File: config.mk
export PLATFORM = sky130hd
export DESIGN_NAME = ps2_digit_entry
export DESIGN_NICKNAME = d
export VERILOG_FILES = /design/src/rtl/ps2_digit_entry_pkg.sv /design/src/rtl/ps2_digit_entry_rx.sv /design/src/rtl/ps2_digit_entry.sv
export SDC_FILE = /design/constraint.sdc
export NUM_CORES = 1
export LEC_CHECK = 0
export CORE_ASPECT_RATIO = 1.1
export CORE_MARGIN = 5
export CORE_UTILIZATION = 50
export DETAILED_ROUTE_END_ITERATION = 6
export GPL_ROUTABILITY_DRIVEN = 0
export PLACE_DENSITY = 0.7
export SYNTH_ARGS = -nofsm -noshare
export SYNTH_HDL_FRONTEND = slang
export SYNTH_HIERARCHICAL = 1
export SYNTH_SLANG_ARGS = --single-unit
File: constraint.sdc
create_clock -name clk -period 6.3 [get_ports clk]
set_clock_uncertainty 0.2 [all_clocks]
set_input_delay 1.575 -clock clk [delete_from_list [all_inputs] [get_ports clk]]
set_output_delay 1.575 -clock clk [all_outputs]
set_load 0.1 [all_outputs]
File: src/rtl/ps2_digit_entry_pkg.sv
// Shared scan-code constants, receiver state encoding and digit lookup
// for the PS/2 digit entry path.
package ps2_digit_entry_pkg;

    localparam int NUM_DIGITS = 4;

    localparam logic [7:0] BREAK = 8'hF0;
    localparam logic [7:0] EXT   = 8'hE0;
    localparam logic [7:0] BKSP  = 8'h66;

    // Element i holds the set-2 make code for digit i.
    localparam logic [9:0][7:0] MAIN_CODES = {
        8'h46, 8'h3E, 8'h3D, 8'h36, 8'h2E,
        8'h25, 8'h26, 8'h1E, 8'h16, 8'h45
    };
    localparam logic [9:0][7:0] KP_CODES = {
        8'h7D, 8'h75, 8'h6C, 8'h74, 8'h73,
        8'h6B, 8'h7A, 8'h72, 8'h69, 8'h70
    };

    localparam logic [1:0] RX_IDLE   = 2'd0;
    localparam logic [1:0] RX_DATA   = 2'd1;
    localparam logic [1:0] RX_PARITY = 2'd2;
    localparam logic [1:0] RX_STOP   = 2'd3;

    // Returns {hit, digit}.
    function automatic logic [4:0] digit_lookup(input logic [7:0] code);
        logic [4:0] r;
        r = '0;
        for (int i = 0; i < 10; i++) begin
            if (code == MAIN_CODES[i] || code == KP_CODES[i])
                r = {1'b1, 4'(i)};
        end
        return r;
    endfunction

endpackage

File: src/rtl/ps2_digit_entry_rx.sv
// PS/2 serial receiver: synchronizer, glitch filter, frame FSM with
// odd-parity check and mid-frame timeout.
module ps2_rx
    import ps2_digit_entry_pkg::*;
#(
    parameter int FILTER_LEN  = 8,
    parameter int TIMEOUT_CYC = 100000
) (
    input  logic       clk,
    input  logic       rst,
    input  logic       ps2_clk,
    input  logic       ps2_data,
    output logic [7:0] data_byte,
    output logic       byte_valid,
    output logic       frame_err
);

    localparam int FW = $clog2(FILTER_LEN + 1);
    localparam int TW = $clog2(TIMEOUT_CYC + 1);

    logic [1:0]    clk_sync;
    logic [1:0]    dat_sync;
    logic [FW-1:0] clk_cnt;
    logic [FW-1:0] dat_cnt;
    logic          clk_f;
    logic          clk_f_q;
    logic          dat_f;
    logic          fall;

    logic [1:0]    state;
    logic [2:0]    bit_cnt;
    logic [7:0]    sr;
    logic          par_ok;
    logic [TW-1:0] tmo;

    assign fall = clk_f_q & ~clk_f;

    // A filtered line only follows its synced input after FILTER_LEN
    // consecutive disagreeing samples.
    always_ff @(posedge clk) begin
        if (rst) begin
            clk_sync <= 2'b11;
            dat_sync <= 2'b11;
            clk_cnt  <= '0;
            dat_cnt  <= '0;
            clk_f    <= 1'b1;
            clk_f_q  <= 1'b1;
            dat_f    <= 1'b1;
        end else begin
            clk_sync <= {clk_sync[0], ps2_clk};
            dat_sync <= {dat_sync[0], ps2_data};
            clk_f_q  <= clk_f;
            if (clk_sync[1] == clk_f) begin
                clk_cnt <= '0;
            end else if (clk_cnt == FW'(FILTER_LEN - 1)) begin
                clk_f   <= clk_sync[1];
                clk_cnt <= '0;
            end else begin
                clk_cnt <= clk_cnt + 1'b1;
            end
            if (dat_sync[1] == dat_f) begin
                dat_cnt <= '0;
            end else if (dat_cnt == FW'(FILTER_LEN - 1)) begin
                dat_f   <= dat_sync[1];
                dat_cnt <= '0;
            end else begin
                dat_cnt <= dat_cnt + 1'b1;
            end
        end
    end

    // Parity failures are reported at the stop edge so a bad frame
    // yields one error and its stop edge is not seen as a new start.
    always_ff @(posedge clk) begin
        if (rst) begin
            state      <= RX_IDLE;
            bit_cnt    <= '0;
            sr         <= '0;
            par_ok     <= 1'b0;
            tmo        <= '0;
            data_byte  <= '0;
            byte_valid <= 1'b0;
            frame_err  <= 1'b0;
        end else begin
            byte_valid <= 1'b0;
            frame_err  <= 1'b0;
            if (fall || state == RX_IDLE)
                tmo <= '0;
            else
                tmo <= tmo + 1'b1;
            if (state != RX_IDLE && !fall
                && tmo == TW'(TIMEOUT_CYC - 1)) begin
                state     <= RX_IDLE;
                frame_err <= 1'b1;
            end else if (fall) begin
                case (state)
                    RX_IDLE: begin
                        if (!dat_f) begin
                            state   <= RX_DATA;
                            bit_cnt <= '0;
                        end else begin
                            frame_err <= 1'b1;
                        end
                    end
                    RX_DATA: begin
                        sr      <= {dat_f, sr[7:1]};
                        bit_cnt <= bit_cnt + 3'd1;
                        if (bit_cnt == 3'd7)
                            state <= RX_PARITY;
                    end
                    RX_PARITY: begin
                        par_ok <= ^{sr, dat_f};
                        state  <= RX_STOP;
                    end
                    default: begin
                        state <= RX_IDLE;
                        if (dat_f && par_ok) begin
                            data_byte  <= sr;
                            byte_valid <= 1'b1;
                        end else begin
                            frame_err <= 1'b1;
                        end
                    end
                endcase
            end
        end
    end

endmodule

File: src/rtl/ps2_digit_entry.sv
// Decodes PS/2 set-2 digit make codes into a 4-digit BCD guess with
// backspace, break/extended prefix tracking and a clear handshake.
module ps2_digit_entry
    import ps2_digit_entry_pkg::*;
#(
    parameter int FILTER_LEN  = 8,
    parameter int TIMEOUT_CYC = 100000
) (
    input  logic        clk,
    input  logic        rst,
    input  logic        ps2_clk,
    input  logic        ps2_data,
    input  logic        enable,
    input  logic        clear,
    output logic [15:0] digits_out,
    output logic [2:0]  digit_count,
    output logic        digits_ready,
    output logic        frame_err
);

    logic [7:0] rx_byte;
    logic       rx_valid;
    logic       brk;
    logic       ext;
    logic [4:0] hit;
    logic       full;

    ps2_rx #(
        .FILTER_LEN (FILTER_LEN),
        .TIMEOUT_CYC(TIMEOUT_CYC)
    ) u_rx (
        .clk       (clk),
        .rst       (rst),
        .ps2_clk   (ps2_clk),
        .ps2_data  (ps2_data),
        .data_byte (rx_byte),
        .byte_valid(rx_valid),
        .frame_err (frame_err)
    );

    assign hit          = digit_lookup(rx_byte);
    assign full         = (digit_count == 3'(NUM_DIGITS));
    assign digits_ready = full;

    always_ff @(posedge clk) begin
        if (rst) begin
            brk         <= 1'b0;
            ext         <= 1'b0;
            digits_out  <= '0;
            digit_count <= '0;
        end else begin
            if (rx_valid) begin
                if (rx_byte == BREAK) begin
                    brk <= 1'b1;
                end else if (rx_byte == EXT) begin
                    ext <= 1'b1;
                end else begin
                    brk <= 1'b0;
                    ext <= 1'b0;
                end
            end
            if (clear) begin
                digits_out  <= '0;
                digit_count <= '0;
            end else if (rx_valid && enable && !brk && !ext && !full) begin
                if (hit[4]) begin
                    digits_out  <= {digits_out[11:0], hit[3:0]};
                    digit_count <= digit_count + 3'd1;
                end else if (rx_byte == BKSP && digit_count != 3'd0) begin
                    digits_out  <= {4'h0, digits_out[15:4]};
                    digit_count <= digit_count - 3'd1;
                end
            end
        end
    end

endmodule

==> summary.md <==
| Metric | Value |
|---|---|
| Status | `finished clean` |
| Post-CTS Setup Bufs | `0` |
| Initial Utilization | `between 50% and 60%` |
| CP endpoint kind | `primary output` |
| Final Critical Period | `3.92 ns` |
| Gr usage total | `16.9%` |
| Count leader, synth | `dfxtp_1` |
| Worst Reg-to-Reg Cells | `10` |
| DRC Markers | `0` |
| Critical R2R Launch | `u_rx/data_byte[2]` |
| Synth Register Bits | `77` |
| I/O Pins | `27` |
| Wirelength, routed | `about 7600 µm` |
| Clock root buffer master | `clkbuf_8` |
| DRT Pass-1 Iters | `5` |
| I/O Buffers | `26` |
| Hpwl dp | `roughly 5300 µm` |
| Rows | `33` |
| RSZ-0062 raised after global routing | `false` |
| CTS sink count | `77` |
| Initial DRC count | `115` |
| Syn_nets | `approximately 460` |
| Synth Instances | `438` |
| Vias after detailed routing | `~3100` |
| Critical path peak fanout | `4` |
| Post-synth ARST share | `0%` |
| Total grt overflow | `0` |
| Max Freq | `~250 MHz` |
| Critical path data arrival time | `2.15 ns` |
| Final Hold Fails | `0` |
| Worst hold slack | `0.220 ns` |
| Critical path class | `reg2out` |
| Clock slew at reported path FFs | `about 0.08 ns` |
| Wire length per cell | `13.6 µm` |
| Worst-Margin Slew | `approximately 1.1 ns` |
| Detail Route Antenna Nets | `0` |
| Cell Area, Synth | `around 3800 µm²` |
| Synth warnings | `6` |
| Register-to-register path setup slack | `~2.5 ns` |
| # setup viols final | `0` |
| Die Wd | `~93 µm` |
| Clk_lat worst skew | `0.35 ns` |
| Setup TNS | `0 ns` |
| Worst setup SP type | `flop` |
| Power density over cell area | `roughly 190 nW/µm²` |
| Most used DFF post-synth | `dfxtp_1` |
| Unique masters post-synth | `between 60 and 70` |
| Via/cell ratio | `approximately 5.6` |
| Final worst-path cycle share | `between 60 and 70%` |
| Pin count of the biggest net entering global routing | `between 40 and 50` |
| Post-synth EDFFs | `0` |
| Synth cell count leaders | `dfxtp_1 (77), nor2_1 (54), nand2_1 (37), mux2i_1 (20), nand3_1 (17)` |
| Number of global-route vias before repair | `between 2000 and 3000` |
| Synth area leader | `dfxtp_1` |
| CTS buffer count | `9` |
| Max VDD drop | `roughly 0.00014 V` |
| Ant. Diodes | `0` |
| Pins Over Slew Limit | `0` |
| Endpoint, Worst Hold | `u_rx/dat_sync[1]` |
| Fillers | `670` |
| Worst hold path type | `reg2reg` |
| Max-Cap Viols | `0` |
| Share of cells above drive strength 1 | `between 8 and 9%` |
| Capture point of the worst reg-to-reg path | `digit_count[2]` |
| Die Y | `102 µm` |
| First-pass GRT wire length | `13000 µm` |
| Area Growth Syn to Fin | `11.7%` |
| Die ar. | `approximately 9500 µm²` |
| Synth top area cells | `dfxtp_1 (40%), nor2_1 (5.3%), mux2i_1 (5.2%)` |
| Post-cts resize count | `0` |
| CTS H-tree lvls | `3` |
| Register area share after synthesis | `about two fifths` |
| Avg Inst Size Synth | `just under 9 µm²` |
| Fin nets | `470` |
| Hold Path Cell Cnt | `1` |
| Slew Limit Headroom | `29.4%` |
| Clock tree from TritonCTS | `yes` |
| Hold path start | `u_rx/dat_sync[0]` |
| Initial antenna violation count | `0` |
| Core ar. | `7470 µm²` |
| Share of the synthesized area in the top cell type | `a little over 40%` |
| Total leakage power | `1.48 nW` |
| CTS Buffer Depth | `2` |
| Hold buffers post-CTS | `0` |
| CP required | `approximately 4.5 ns` |
[layout by cell type, fill, tap and decap left out, drive strengths merged, types with 12 or more instances in the layout]
cell type	n
o21ai	19
a21oi	18
clkdlybuf4s50	26
inv	16
mux2i	20
dfxtp	77
nor3	12
nand2	37
xnor2	16
nor2	54
nand3	18
[cell type report]
class,instances,area (µm²),area share [%]
Sequential cell,77,1540,36.0
Multi-Input combinational cell,321,2110,49.3
Tap cell,105,131,3.07
Clock buffer,10,138,3.22
Timing Repair Buffer,28,275,6.43
Clock inverter,4,26.3,0.614
Inverter,16,60.1,1.40
[sequential cells by signal, summed over array words and instances, names as in the netlist, 2 cells and up]
| register | flops |
|---|---|
| digit_count | 3 |
| digits_out | 16 |
| u_rx/bit_cnt | 3 |
| u_rx/clk_cnt | 4 |
| u_rx/clk_sync | 2 |
| u_rx/dat_cnt | 4 |
| u_rx/dat_sync | 2 |
| u_rx/data_byte | 8 |
| u_rx/sr | 8 |
| u_rx/state | 2 |
| u_rx/tmo | 17 |
[worst max-delay path: stages, from the launching register on]
cell and delay [ns]:
dfxtp_1 0.35, inv_1 0.10, and3_1 0.20, clkdlybuf4s50_1 1.14
[metal layers]
metal | global-route usage (%) | wire (µm) | vias to the layer above
li1 | - | - | 1583
met1 | 21.1 | 3510 | 1468
met2 | 28.1 | 3720 | 54
met3 | 4.23 | 294 | 11
met4 | 6.65 | 108 | 0
met5 | 0 | 0 | -
[worst max-delay path by stage]
stage	from	cells past startpoint	endpoint
global route	u_rx/data_byte[4]	10	digit_count[2]
global placement	enable	7	digits_out[15]
detailed placement	enable	7	digits_out[14]
floorplan	digit_count[2]	1	digits_ready
CTS	digit_count[0]	3	digits_ready
finish	digit_count[0]	3	digits_ready
[cells by family after synthesis]
| family | after synthesis | synth area share [%] |
|---|---|---|
| AND/OR/NAND/NOR | 190 | 26.6 |
| buffers and inverters | 40 | 4.73 |
| adder cells (fa/ha/maj) | 11 | 3.79 |
| XOR/XNOR | 23 | 5.62 |
| AO/OA/AOI/OAI | 77 | 13.8 |
| flip-flops | 77 | 40.2 |
| multiplexers | 20 | 5.23 |
[report_power, final]
part | internal [mW] | total [mW] | switching, mW
sequential | 0.488 | 0.489 | 0.000751
combinational | 0.00564 | 0.0134 | 0.00774
clock | 0.149 | 0.323 | 0.175
total | 0.642 | 0.825 | 0.183
[through the flow]
step                utilization, %  total power, mW  cell area [µm²]  worst slack, ns  instances
floorplan                        -            0.508             3830             2.61        438
global placement              55.1            0.513             4120             2.39        547
detailed placement            55.1            0.514             4120             2.37        547
CTS                           57.3            0.835             4280             2.34        561
global route                  57.3            0.860             4280             2.09        561
finish                        57.3            0.825             4280             2.38        561
Note: power is estimated with default switching activity, not from simulation.
